===== src/rtl/pipelined_addsub.sv =====
// Pipelined WIDTH-bit adder/subtractor: one CHUNK-bit slice resolved per stage,
// carry registered between stages, with carry/overflow/zero flags and valid/ready flow control.
module pipelined_addsub #(
  parameter int unsigned WIDTH  = 32,
  parameter int unsigned STAGES = 4
) (
  input  logic             clk,
  input  logic             rst,
  input  logic             in_valid,
  output logic             in_ready,
  input  logic [WIDTH-1:0] a,
  input  logic [WIDTH-1:0] b,
  input  logic [1:0]       op,
  input  logic             cin,
  output logic             out_valid,
  input  logic             out_ready,
  output logic [WIDTH-1:0] sum,
  output logic             cout,
  output logic             ovf,
  output logic             zero
);
  localparam int unsigned SDIV  = (STAGES < 1) ? 1 : STAGES;
  localparam int unsigned CHUNK = WIDTH / SDIV;

  if ((STAGES < 1) || ((WIDTH % SDIV) != 0)) begin : g_bad_params
    $error("pipelined_addsub: STAGES must be >= 1 and divide WIDTH exactly");
  end

  typedef enum logic [1:0] {
    OP_ADD  = 2'b00,
    OP_ADDC = 2'b01,
    OP_SUB  = 2'b10,
    OP_SUBB = 2'b11
  } op_e;

  op_e              opc;
  logic [WIDTH-1:0] bp;
  logic             c0;
  logic             adv;

  assign opc      = op_e'(op);
  assign adv      = ~out_valid | out_ready;
  assign in_ready = adv;

  always_comb begin
    bp = b;
    c0 = 1'b0;
    case (opc)
      OP_ADD:  begin bp = b;  c0 = 1'b0; end
      OP_ADDC: begin bp = b;  c0 = cin;  end
      OP_SUB:  begin bp = ~b; c0 = 1'b1; end
      OP_SUBB: begin bp = ~b; c0 = cin;  end
      default: ;
    endcase
  end

  // Index s is the input of stage s; index STAGES is the output of the last stage.
  // ia carries finished sum chunks below the current chunk and pending A bits above it.
  logic [WIDTH-1:0] ia [STAGES+1];
  logic [WIDTH-1:0] ib [STAGES];
  logic             ic [STAGES+1];
  logic             iz [STAGES+1];
  logic             iv [STAGES+1];

  assign ia[0] = a;
  assign ib[0] = bp;
  assign ic[0] = c0;
  assign iz[0] = 1'b1;
  assign iv[0] = in_valid;

  for (genvar s = 0; s < STAGES; s++) begin : g_stage
    localparam int unsigned LO = s * CHUNK;

    logic [CHUNK:0]   csum;
    logic [WIDTH-1:0] nxt_a;
    logic [WIDTH-1:0] ra;
    logic             rc;
    logic             rz;
    logic             rv;

    always_comb begin
      csum  = {1'b0, ia[s][LO +: CHUNK]} + {1'b0, ib[s][LO +: CHUNK]}
            + {{CHUNK{1'b0}}, ic[s]};
      nxt_a = ia[s];
      nxt_a[LO +: CHUNK] = csum[CHUNK-1:0];
    end

    always_ff @(posedge clk) begin
      if (rst) begin
        ra <= '0;
        rc <= 1'b0;
        rz <= 1'b0;
        rv <= 1'b0;
      end else if (adv) begin
        ra <= nxt_a;
        rc <= csum[CHUNK];
        rz <= iz[s] & (csum[CHUNK-1:0] == '0);
        rv <= iv[s];
      end
    end

    assign ia[s+1] = ra;
    assign ic[s+1] = rc;
    assign iz[s+1] = rz;
    assign iv[s+1] = rv;

    if (s < STAGES - 1) begin : g_skew
      logic [WIDTH-1:0] rb;
      always_ff @(posedge clk) begin
        if (rst)      rb <= '0;
        else if (adv) rb <= ib[s];
      end
      assign ib[s+1] = rb;
    end else begin : g_flags
      logic rovf;
      // Carry into the MSB is a^b^sum at that bit; overflow is it XOR carry out.
      always_ff @(posedge clk) begin
        if (rst)      rovf <= 1'b0;
        else if (adv) rovf <= ia[s][WIDTH-1] ^ ib[s][WIDTH-1] ^ csum[CHUNK-1] ^ csum[CHUNK];
      end
      assign ovf = rovf;
    end
  end

  assign sum       = ia[STAGES];
  assign cout      = ic[STAGES];
  assign zero      = iz[STAGES];
  assign out_valid = iv[STAGES];

endmodule


===== config.mk =====
export PLATFORM = sky130hd
export DESIGN_NAME = pipelined_addsub
export DESIGN_NICKNAME = d
export VERILOG_FILES = /design/src/rtl/pipelined_addsub.sv
export SDC_FILE = /design/constraint.sdc
export NUM_CORES = 1
export LEC_CHECK = 0
export CORE_MARGIN = 2
export CORE_UTILIZATION = 45
export DETAILED_ROUTE_END_ITERATION = 12
export PLACE_DENSITY = 0.81
export SYNTH_ARGS = -nofsm -noshare
export SYNTH_HDL_FRONTEND = slang
export SYNTH_SLANG_ARGS = --single-unit

===== constraint.sdc =====
create_clock -name clk -period 3.2 [get_ports clk]
set_clock_uncertainty 0.05 [all_clocks]
set_input_delay 0.32 -clock clk [delete_from_list [all_inputs] [get_ports clk]]
set_output_delay 0.32 -clock clk [all_outputs]
set_load 0.01 [all_outputs]

After elaboration in Yosys (flattened, before gate mapping)
Cells that the tools add are included. W data, S select, Z words.

Add/subtract/negate cells: 8. Eq/ne operators: 3. Muxes and demuxes: 2. Bitwise logic cells: 9. Reductions and logical operators: 8.

Operators with widths (count): $pmux W32 S2 (1); $add A8 B8 Y9 (4); $add A9 B1 Y9 (4); $logic_not A8 Y1 (4); $not A32 Y32 (1); $reduce_or A2 Y1 (3); $eq A2 B2 Y1 const B (2); $and A1 B1 Y1 (3); $pmux W1 S3 (1); $xor A1 B1 Y1 (3); $eq A2 B1 Y1 const B (1); $logic_not A2 Y1 (1); $not A1 Y1 (1); $or A1 B1 Y1 (1).

Register bits: 237. Input port bits: 71. Logic and storage cells: 50.

Logic depth before layout (Yosys ltp)
Word-level depth: 6. Depth in mapped cells: 11. Depth with buffers taken out: 9.

Worst setup path after synthesis
No wires, ideal clock.

Path kind: input port to flip-flop. From: in op[1]. To: reg g_stage[0].rz. Setup time: 0.074 ns. Arrival time: 2.934 ns. Path slack: 0.142 ns. Stages: 10. Path buffers: 2. Cells stage by stage: clkbuf_1 -> clkbuf_1 -> xnor2_1 -> fa_1 -> fa_1 -> nor2b_1 -> o31a_1 -> a21oi_1 -> or4_1 -> o21ai_0.

Word-level cells in the longest chain between the ends: 6.

Ends and longest elaborated chain: start, declared (RTL line 13) `input logic [1:0] op,`; $eq A2 B2 Y1 (tied with other cells) (RTL line 48) `case (opc)`; $reduce_or A2 Y1 (no line); $pmux W32 S2 (RTL line 48); $add A8 B8 Y9 (RTL line 82) `csum = {1'b0, ia[s][LO +: CHUNK]} + {1'b0, ib[s][LO +: CHUNK]}`; $add A9 B1 Y9 * (RTL line 83) `+ {{CHUNK{1'b0}}, ic[s]};`; $logic_not A8 Y1 * (RTL line 97) `rz <= iz[s] & (csum[CHUNK-1:0] == '0);`; end signal, assigned (RTL line 97); end, declared (RTL line 78) `logic rz;`.

Mark *: on every way between the ends. The rest lies on a longest branch, timed or not. A chain may end at the register's enable or synchronous reset.

Worst setup path in the final report
From: reg g_stage[0].ra[8]. To: reg g_stage[1].rz.

Word-level cells in the longest chain between the ends: 4.

Ends and longest elaborated chain: start, declared (RTL line 76) `logic [WIDTH-1:0] ra;`; start signal, assigned (RTL line 95) `ra <= nxt_a;`; $add A8 B8 Y9 (RTL line 82); $add A9 B1 Y9 (RTL line 83); net g_stage[1].csum[1] (RTL line 74) `logic [CHUNK:0] csum;`; $logic_not A8 Y1 (RTL line 97); $and A1 B1 Y1 (RTL line 97); end signal, assigned (RTL line 97); end, declared (RTL line 78).

The timed path passes the listed nets, and every way through them passes these cells.

==> impl_summary.md <==
Synthesis
The fraction of post-synthesis cell area in the top cell type by area is 47.1%. Among all flip-flop cells after synthesis, the most frequent one is dfxtp_1. The cell area that synthesis handed to floorplanning was 8040 sq um. After synthesis, the mean cell area works out to 8.15 sq um. The number of enable flip-flop cells after synthesis is 0. The count of cell types in the netlist is 40.

Synthesis inferred 189 register bits. During synthesis, Yosys emitted a total of 0 warnings. The sequential cell area fraction in the yosys report is 47.1%. In the post-synthesis netlist, the biggest area contributors are dfxtp_1 47%, nand2_1 14%, a21oi_1 10%, xnor2_1 4.6%, ha_1 4.4%. In the synthesized netlist the async set-or-reset flop fraction comes to 0%. The cell accounting for the most synthesized area is dfxtp_1.

The cell count after synthesis is 987. The net count after synthesis is 1094.

Critical path
The cell type of the slowest stage on the worst timing path is or4b_1. At the worst endpoint, the required time is 3.49 ns. The critical path endpoint category is a register. The data arrival at the endpoint of the critical path is 2.92 ns. The critical path's largest stage delay is 0.51 ns. The kind of launch point of the worst setup path is a register. In this run the worst path has a maximum fanout of 3. Traced cell by cell, the critical path runs through fa_1 > fa_1 > or4b_1 > or4b_1 > o31ai_1. The number of buffers and inverters on the critical path is 0. Grouping stages by cell kind, the critical path spends the most delay in simple AND/OR/NAND/NOR gates. The startpoint-to-endpoint class of the critical path is reg2reg.

Detailed routing
The detailed-router iteration count before antenna repair is 5. The met2 wire length is 7760 um. After detailed routing, the wire length on met1 is 8660 um. The via-per-instance ratio is 5.12. The routed design uses 990 um of met3 wire.

The final antenna-violating net count is 0. After detailed routing, the average wire length per cell comes to 13.7 um. Signal routing reaches up to met4. The first routing iteration left 480 violations. The detailed-route via count is 6613.

The total wirelength of the detailed-routed design is 17700 um. In the routed design, unresolved DRC markers number 0.

Cells and area
The final layout contains 1160 nets. The leading cell type in the layout, fill and taps excluded is nand2_1. The library cells used most frequently in the layout, excluding fill and tap cells, are 300 x nand2_1, 189 x dfxtp_1, 161 x a21oi_1. Cells with a size suffix above 1 make up 4.13% of the layout. The number of diodes added for antenna fixing is 0.

The layout overhead on the synthesized area is 21.6%.

Place
Input and output buffers added on the ports amount to 107. The detailed-placement wirelength estimate is 11700 um. Prior to clock tree synthesis, the placed netlist has a worst setup slack of 0.224 ns.

The congestion estimate from routability-driven global placement came to 0.860.

Clocking
The clock reaches the later pin of the worst-skew pair after 0.43 ns. The tree is rooted in a clkbuf_16. The clock buffer count from CTS is 17.

The clock tree from TritonCTS is built. The number of post-CTS setup repair buffers is 0. The longest clock path from root to sink contains 2 buffers. After clock tree synthesis, the clock-pin slew on the worst setup and hold paths is 0.07 ns. The clock tree synthesis step divided the H-tree into 4 levels. The number of gates resized after CTS was 0.

The tree built by TritonCTS fans out to 189 sinks. The number of buffers inserted for hold repair after clock tree synthesis is 0.

Global routing
For this run the aggregate overflow at the end of global routing stands at 0. The first global-routing pass estimated 29000 um of wire. The combined global-route utilization of all metal layers is 19.0%. The via count of the first global-routing pass is 6100.

The number of antenna violations at the first check in global routing is 0. The pin count of the biggest net entering global routing is 217.

Timing
The number of endpoints with negative hold slack in the final report came to 0. In this run the tightest slew margin relative to its limit is 41.5%. Setup repair after global routing left no endpoint under its margin. The final period utilization is 81.9%. Derived from the worst setup path, the maximum achievable clock frequency is 0.381 GHz. At the pin with the least slew margin, the transition time is 0.877 ns. The post-route setup TNS is 0 ns.

The clock period minus worst slack is 2.62 ns. The count of endpoints failing setup in the final report is 0. The number of max-slew violations in the final report was 0. The final worst setup slack is 0.578 ns.

Floorplanning
For this design the top-level I/O count stands at 108. For this configuration, the core starts out at a cell density of 46.3%. The total number of placement rows is 48. The chip width is 138 um.

The floorplan step defined a die boundary enclosing 19000 sq um. The region available for standard cell placement spans 17400 sq um. The height of the die is 138 um.

Power and ir drop
The total internal power is 4050 uW. The portion of total power attributed to the clock network is 39.2%. IR analysis of the VDD net gives a maximum drop of 0.000421 V. The portion of total power attributed to combinational logic is 12.2%.

The leakage power total is 0.00381 uW. The sequential group share of total power is 48.6%. The net switching power is 1300 uW. For this design the ratio of total power to cell area is 547 nW/um^2. The switching power share of the total is 24.3%.

Flow run
The number of max-cap violations is 0.

Outcome
The run finished with clean final reports.

Worst hold path
The path class of the lowest-slack min-delay path is in2reg.
state kept, by name, indices dropped and copies added, names as in the netlist:
name,cells
cout,1
g_stage.g_skew.rb,48
g_stage.ra,96
g_stage.rc,3
g_stage.rv,3
g_stage.rz,3
out_valid,1
ovf,1
sum,32
zero,1
power groups by stage:
stage          registers, uW  logic (uW)  clock network, uW
2_1_floorplan           2630         425                  0
3_3_place_gp            2640         632                  0
3_5_place_dp            2650         648                  0
4_1_cts                 2600         655               2110
5_1_grt                 2620         731               2210
6_report                2600         655               2090
worst paths after layout:
kind / startpoint / to / slack, ns / cells past startpoint
max: g_stage[0].ra[8] / g_stage[1].rz / 0.58 / 5
min: rst / g_stage[2].rv / 0.21 / 2
max reg2reg: g_stage[0].ra[8] / g_stage[1].rz / 0.58 / 5
min reg2reg: sum[21] / sum[21] / 0.40 / 2
layout make-up:
| class | instances | area [sq um] |
|---|---|---|
| Clock inverter | 9 | 109 |
| Fill cell | 1575 | 7580 |
| Sequential cell | 189 | 3780 |
| Inverter | 10 | 42.5 |
| Timing Repair Buffer | 113 | 1120 |
| Clock buffer | 23 | 478 |
| Multi-Input combinational cell | 722 | 3960 |
| Tap cell | 225 | 282 |
synthesized netlist by cell type (8+ instances only):
cell / count
a211oi_1: 39
a21oi_1: 161
clkbuf_1: 61
inv_1: 10
ha_1: 28
dfxtp_1: 189
xor2_1: 13
a21o_1: 8
xnor2_1: 42
fa_1: 8
nand2_1: 300
nor3_1: 9
o21ai_0: 19
nor2_1: 52
routing by layer:
metal	vias up	track usage [%]
met2	160	28.7
met1	3005	27.1
li1	3427	-
met3	21	4.34
met5	-	0
met4	0	5.78
through the flow:
stage                     hold slack (ns)  power (uW)  std cells  cell area, sq um  utilization (%)
after floorplan                     0.366        3060        987              8040                -
after global placement              0.388        3280       1259              9190             53.0
after detailed placement            0.394        3300       1259              9190             53.0
after CTS                           0.195        5370       1291              9780             56.3
after global routing                0.222        5560       1291              9780             56.3
final                               0.210        5350       1291              9780             56.3
kinds of logic after synthesis:
kind of cell / after synthesis / synth area share [%]
and+or+nand+nor: 382 / 18.9
xor gates and xnor gates: 55 / 5.99
adders and majority gates: 36 / 6.35
muxes: 2 / 0.249
AOI/OAI and AO/OA: 247 / 17.7
buffers and inverters: 76 / 3.78
DFF: 189 / 47.1
Power figures use the tool's default switching activity.
==> RTL change 1 (config.mk and constraints unchanged) <==
Set the parameter `STAGES` to 16 (it was 4).
--- a/src/rtl/pipelined_addsub.sv
+++ b/src/rtl/pipelined_addsub.sv
@@ -3,5 +3,5 @@
 module pipelined_addsub #(
   parameter int unsigned WIDTH  = 32,
-  parameter int unsigned STAGES = 4
+  parameter int unsigned STAGES = 16
 ) (
   input  logic             clk,
Formal check against the unedited RTL: not equivalent (a bounded check fails within 10 cycles, from zero or initial values and one cycle with rst high).
==> RTL change 1 against the original RTL <==
Hold slack lost 97 ps. Routed wire length rose to 3.2 times the old value. Final cell count rose to 3.4 times the old value. Area after synthesis increased to 3.5 times the old value. Sequential cell count increased by 612. Critical path depth fell by 2. Total power rose to 3.8 times the old value. Cell area rose to 3.3 times the old value. Worst setup slack better by 230 ps.
==> RTL change 1: results (changes against the original RTL) <==
Clock network:
- The number of levels the H-tree was split into was 3 (was 4).
- The number of buffers inserted during clock tree synthesis is 80 (was 17).
- The clock latency of the later-clocked register in the worst-skew pair came to 640 ps (was 430 ps).
- The deepest clock path buffer count is 3 (was 2).

Logic synthesis:
- Most frequent cells after synthesis: 1434 x nand2_1, 801 x dfxtp_1, 725 x a21oi_1 (was 300 x nand2_1, 189 x dfxtp_1, 161 x a21oi_1).
- The sequential element share of the synthesized area is 0.562 (was 0.471).
- The net count of the mapped netlist is 3646 (was 1094).
- Top post-synthesis cells by area: dfxtp_1 56%, nand2_1 19%, a21oi_1 13% (was dfxtp_1 47%, nand2_1 14%, a21oi_1 10%).
- The mean instance size in the synthesized netlist was 8.05 um2 (was 8.15 um2).
- The count of cell types in the netlist is 22 (was 40).
- The async set-or-reset flop fraction in the synthesized netlist is 0 (unchanged).

STA:
- The fraction of the cycle the final worst path needs is 0.746 (was 0.819).
- The worst-case hold slack is 112 ps (was 210 ps).
- The transition at the pin with the smallest max-transition slack is 747 ps (was 877 ps).

Placement:
- The HPWL reported at the end of detailed placement is 32000 um (was 11700 um).
- The total placed cells including tap cells is 4264 (was 1259).
- The worst slack at placement is 629 ps (was 224 ps).

Global routing:
- The initial antenna violation count came to 1 (was 0).
- The wire length of the first global-routing pass was 93700 um (was 29000 um).
- The total global-route track usage is 0.165 (was 0.190).
- The number of global-route vias before repair is 19800 (was 6100).
- The pin count of the biggest net entering global routing came to 175 (was 217).

Detailed routing:
- The detailed router's first-iteration violation count came to 1593 (was 480).
- The routed wire length on met3 is 2190 um (was 990 um).
- The wire length on met2 is 26400 um (was 7760 um).

Power and ir drop:
- The reported leakage power was 10.8 nW (was 3.81 nW).
- The worst-case vdd ir drop is 0.000380 V (was 0.000421 V).

Min path:
- The path class of the lowest-slack min-delay path is primary input to register (unchanged).
- The endpoint of the worst hold-timing path is sum[3] (was g_stage[2].rv).

Finish:
- The share of cells above drive strength 1 is 0.0483 (was 0.0413).
- The number of filler instances in the final layout was 5710 (was 1575).
- The flip-flop count of the largest register, all copies and words added came to 480 (was 96).
- The number of cells in the finished layout apart from fillers came to 4411 (was 1291).

Status:
- Run status: completed (unchanged).

Critical path:
- The number of cells traversed by the worst register-to-register path came to 6 (was 5).
- The arrival time at the worst endpoint is 2020 ps (was 2920 ps).
- The launch point of the worst reg-to-reg path is g_stage[14].ra[30] (was g_stage[0].ra[8]).
- The register-to-register setup slack is 1180 ps (was 580 ps).
- The reg-to-reg endpoint was ovf (was g_stage[1].rz).
- The peak fanout along the critical path came to 47 (was 3).
[RTL change 1: cell types whose count changed after synthesis, moves of 19 or more]
cell,delta
inv_1,+65
ha_1,-27
nor2_1,+25
clkbuf_1,+41
fa_1,+24
nand2_1,+1134
buf_2,+160
o21ai_0,-19
a21oi_1,+564
a211oi_1,+34
dfxtp_1,+612
[RTL change 1: kinds of logic (layout without fill, tap and decap cells)]
logic type,count (synthesis),after routing,share of synthesized area
AOI/OAI and AO/OA,800,800,0.147
DFF,801,801,0.562
and+or+nand+nor,1528,1528,0.203
muxes,1,1,0.000395
buffers and inverters,346,368,0.0535
other,0,1,0
xor gates and xnor gates,33,33,0.0107
adders and majority gates,33,33,0.0229
[RTL change 1: cell type report]
class                           instances  area (um2)  share of cell area
Antenna cell                            1        2.50           0.0000765
Clock buffer                          116        2310              0.0706
Clock inverter                         30         448              0.0137
Inverter                               76         293             0.00895
Multi-Input combinational cell       2395       11000               0.335
Sequential cell                       801       16000               0.490
Tap cell                              846        1060              0.0324
Timing Repair Buffer                  146        1600              0.0490
[RTL change 1: critical path: stages, from the launching register on]
cell and delay (ps):
dfxtp_1 300, nor2b_4 160, inv_8 280, clkdlybuf4s50_1 650
[RTL change 1: power breakdown]
group,internal [W],switching (W),total [W],leakage [nW]
combinational,0.000228,0.000309,0.000538,2.98
sequential,0.0101,0.0000816,0.0102,6.49
clock,0.00558,0.00394,0.00953,1.34
[RTL change 1: through the flow]
stage,power (W),cell area [um2]
finish,0.0203,32700
global route,0.0209,32700
CTS,0.0205,32700
detailed placement,0.0110,29900
global placement,0.0110,29900
floorplan,0.0108,28500
[RTL change 1: worst max-delay path by stage]
stage	startpoint	cells past startpoint	end
floorplan	op[1]	7	g_stage[0].rz
global placement	op[0]	6	g_stage[0].rz
detailed placement	op[0]	6	g_stage[0].rz
CTS	out_valid	3	in_ready
global route	out_valid	3	in_ready
finish	out_valid	3	in_ready
[RTL change 1: metal layers]
layer  vias to the layer above  GRT usage
met5                         -          0
met4                         0     0.0702
met3                       102     0.0277
met2                       359      0.264
met1                     10000      0.222
li1                      11300          -
==> RTL change 2 (config.mk and constraints unchanged) <==
Made on the original files. Register the output `ovf` once more, with the module's reset; this adds one clock of latency there. The other outputs are not delayed to match.
--- a/src/rtl/pipelined_addsub.sv
+++ b/src/rtl/pipelined_addsub.sv
@@ -22,4 +22,6 @@
   localparam int unsigned SDIV  = (STAGES < 1) ? 1 : STAGES;
   localparam int unsigned CHUNK = WIDTH / SDIV;
+
+  logic ovf_d;
 
   if ((STAGES < 1) || ((WIDTH % SDIV) != 0)) begin : g_bad_params
@@ -119,5 +121,5 @@
         else if (adv) rovf <= ia[s][WIDTH-1] ^ ib[s][WIDTH-1] ^ csum[CHUNK-1] ^ csum[CHUNK];
       end
-      assign ovf = rovf;
+      assign ovf_d = rovf;
     end
   end
@@ -128,4 +130,12 @@
   assign out_valid = iv[STAGES];
 
+  always_ff @(posedge clk) begin
+    if (rst) begin
+      ovf <= '0;
+    end else begin
+      ovf <= ovf_d;
+    end
+  end
+
 endmodule
 
Behaviour: not the same (Yosys sat finds a counterexample within 10 cycles, from zero or initial values and one cycle with rst high).
==> RTL change 2 against the original RTL <==
Sequential power is essentially flat. Area after synthesis grew 0.28%. Total power shrank 1.3%. Fmax shrank 0.94%. Clock power shrank 4%. Worst setup slack lost 25 ps. Sequential share of layout area grew 0.17 points. Via count shrank 1.8%. Cell area is essentially flat. Routed wire length shrank 4.1%. Sequential cell count grew 1.
==> RTL change 2: results (changes against the original RTL) <==
Status:
- Run status: completed (unchanged).

Global routing:
- The met2 demand-to-capacity share in global routing is 0.259 (was 0.287).
- The met1 track demand over resource came to 0.277 (was 0.271).
- The number of global-route vias before repair came to 5844 (was 6100).
- The total global-route track usage is 0.185 (was 0.190).

Clock network:
- The number of clock sinks came to 190 (was 189).

Logic synthesis:
- The sequential element share of the synthesized area is 0.472 (was 0.471).
- The net count of the mapped netlist is 1096 (was 1094).
- The count of cell types in the netlist came to 39 (was 40).
- The mean instance size in the synthesized netlist was 8.15 um2 (about the same).
- Most frequent cells after synthesis: 300 x nand2_1, 190 x dfxtp_1, 161 x a21oi_1 (was 300 x nand2_1, 189 x dfxtp_1, 161 x a21oi_1).

Placement:
- The worst slack at placement was 246 ps (was 224 ps).
- The final estimated routing congestion in global placement is 0.796 (was 0.860).

Finish:
- The footprint of the multi-input gates is 3970 um2 (was 3960 um2).
- The area fraction of clock buffers and clock inverters is 0.0575 (was 0.0600).
- The share of cell area taken by flip-flops and latches is 0.389 (was 0.387).
- The multi-input combinational cell count is 723 (was 722).
- The fraction of area in non-clock buffers is 0.115 (about the same).
- The net count reported at finish is 1161 (was 1160).

Detailed routing:
- The wire length on met2 is 7150 um (was 7760 um).
- The detailed router's first-iteration violation count came to 546 (was 480).
- The routed wire length on met3 is 900 um (was 990 um).

Critical path:
- The worst setup path startpoint is g_stage[1].ra[16] (was g_stage[0].ra[8]).
- The destination of the critical timing path is g_stage[2].rz (was g_stage[1].rz).
- The arrival time at the worst endpoint is 2940 ps (was 2920 ps).

STA:
- The transition at the pin with the smallest max-transition slack is 848 ps (was 877 ps).

Power and ir drop:
- The worst-case vdd ir drop is 0.000418 V (was 0.000421 V).
## RTL change 2: cell types whose count changed after synthesis, sizes merged
cell | unedited run | this run
buf | 5 | 7
clkbuf | 61 | 59
dfxtp | 189 | 190
nor2b | 6 | 7
## RTL change 2: power by group
part           switching, W  internal [W]  total, W
clock              0.000901       0.00111   0.00201
combinational      0.000327      0.000325  0.000652
sequential        0.0000870       0.00252   0.00261
## RTL change 2: kinds of logic after synthesis
logic type / after synthesis / share of synthesized area
AOI/OAI and AO/OA: 247 / 0.176
xor gates and xnor gates: 55 / 0.0597
adders and majority gates: 36 / 0.0633
buffers and inverters: 76 / 0.0372
DFF: 190 / 0.472
muxes: 2 / 0.00248
and+or+nand+nor: 383 / 0.189
## RTL change 2: metrics by stage
| step | hold WS, ps | cell area [um2] |
|---|---|---|
| after detailed placement | 393 | 9220 |
| final | 217 | 9790 |
| after CTS | 203 | 9790 |
| after global routing | 226 | 9790 |
| after floorplan | 366 | 8060 |
| after global placement | 388 | 9220 |
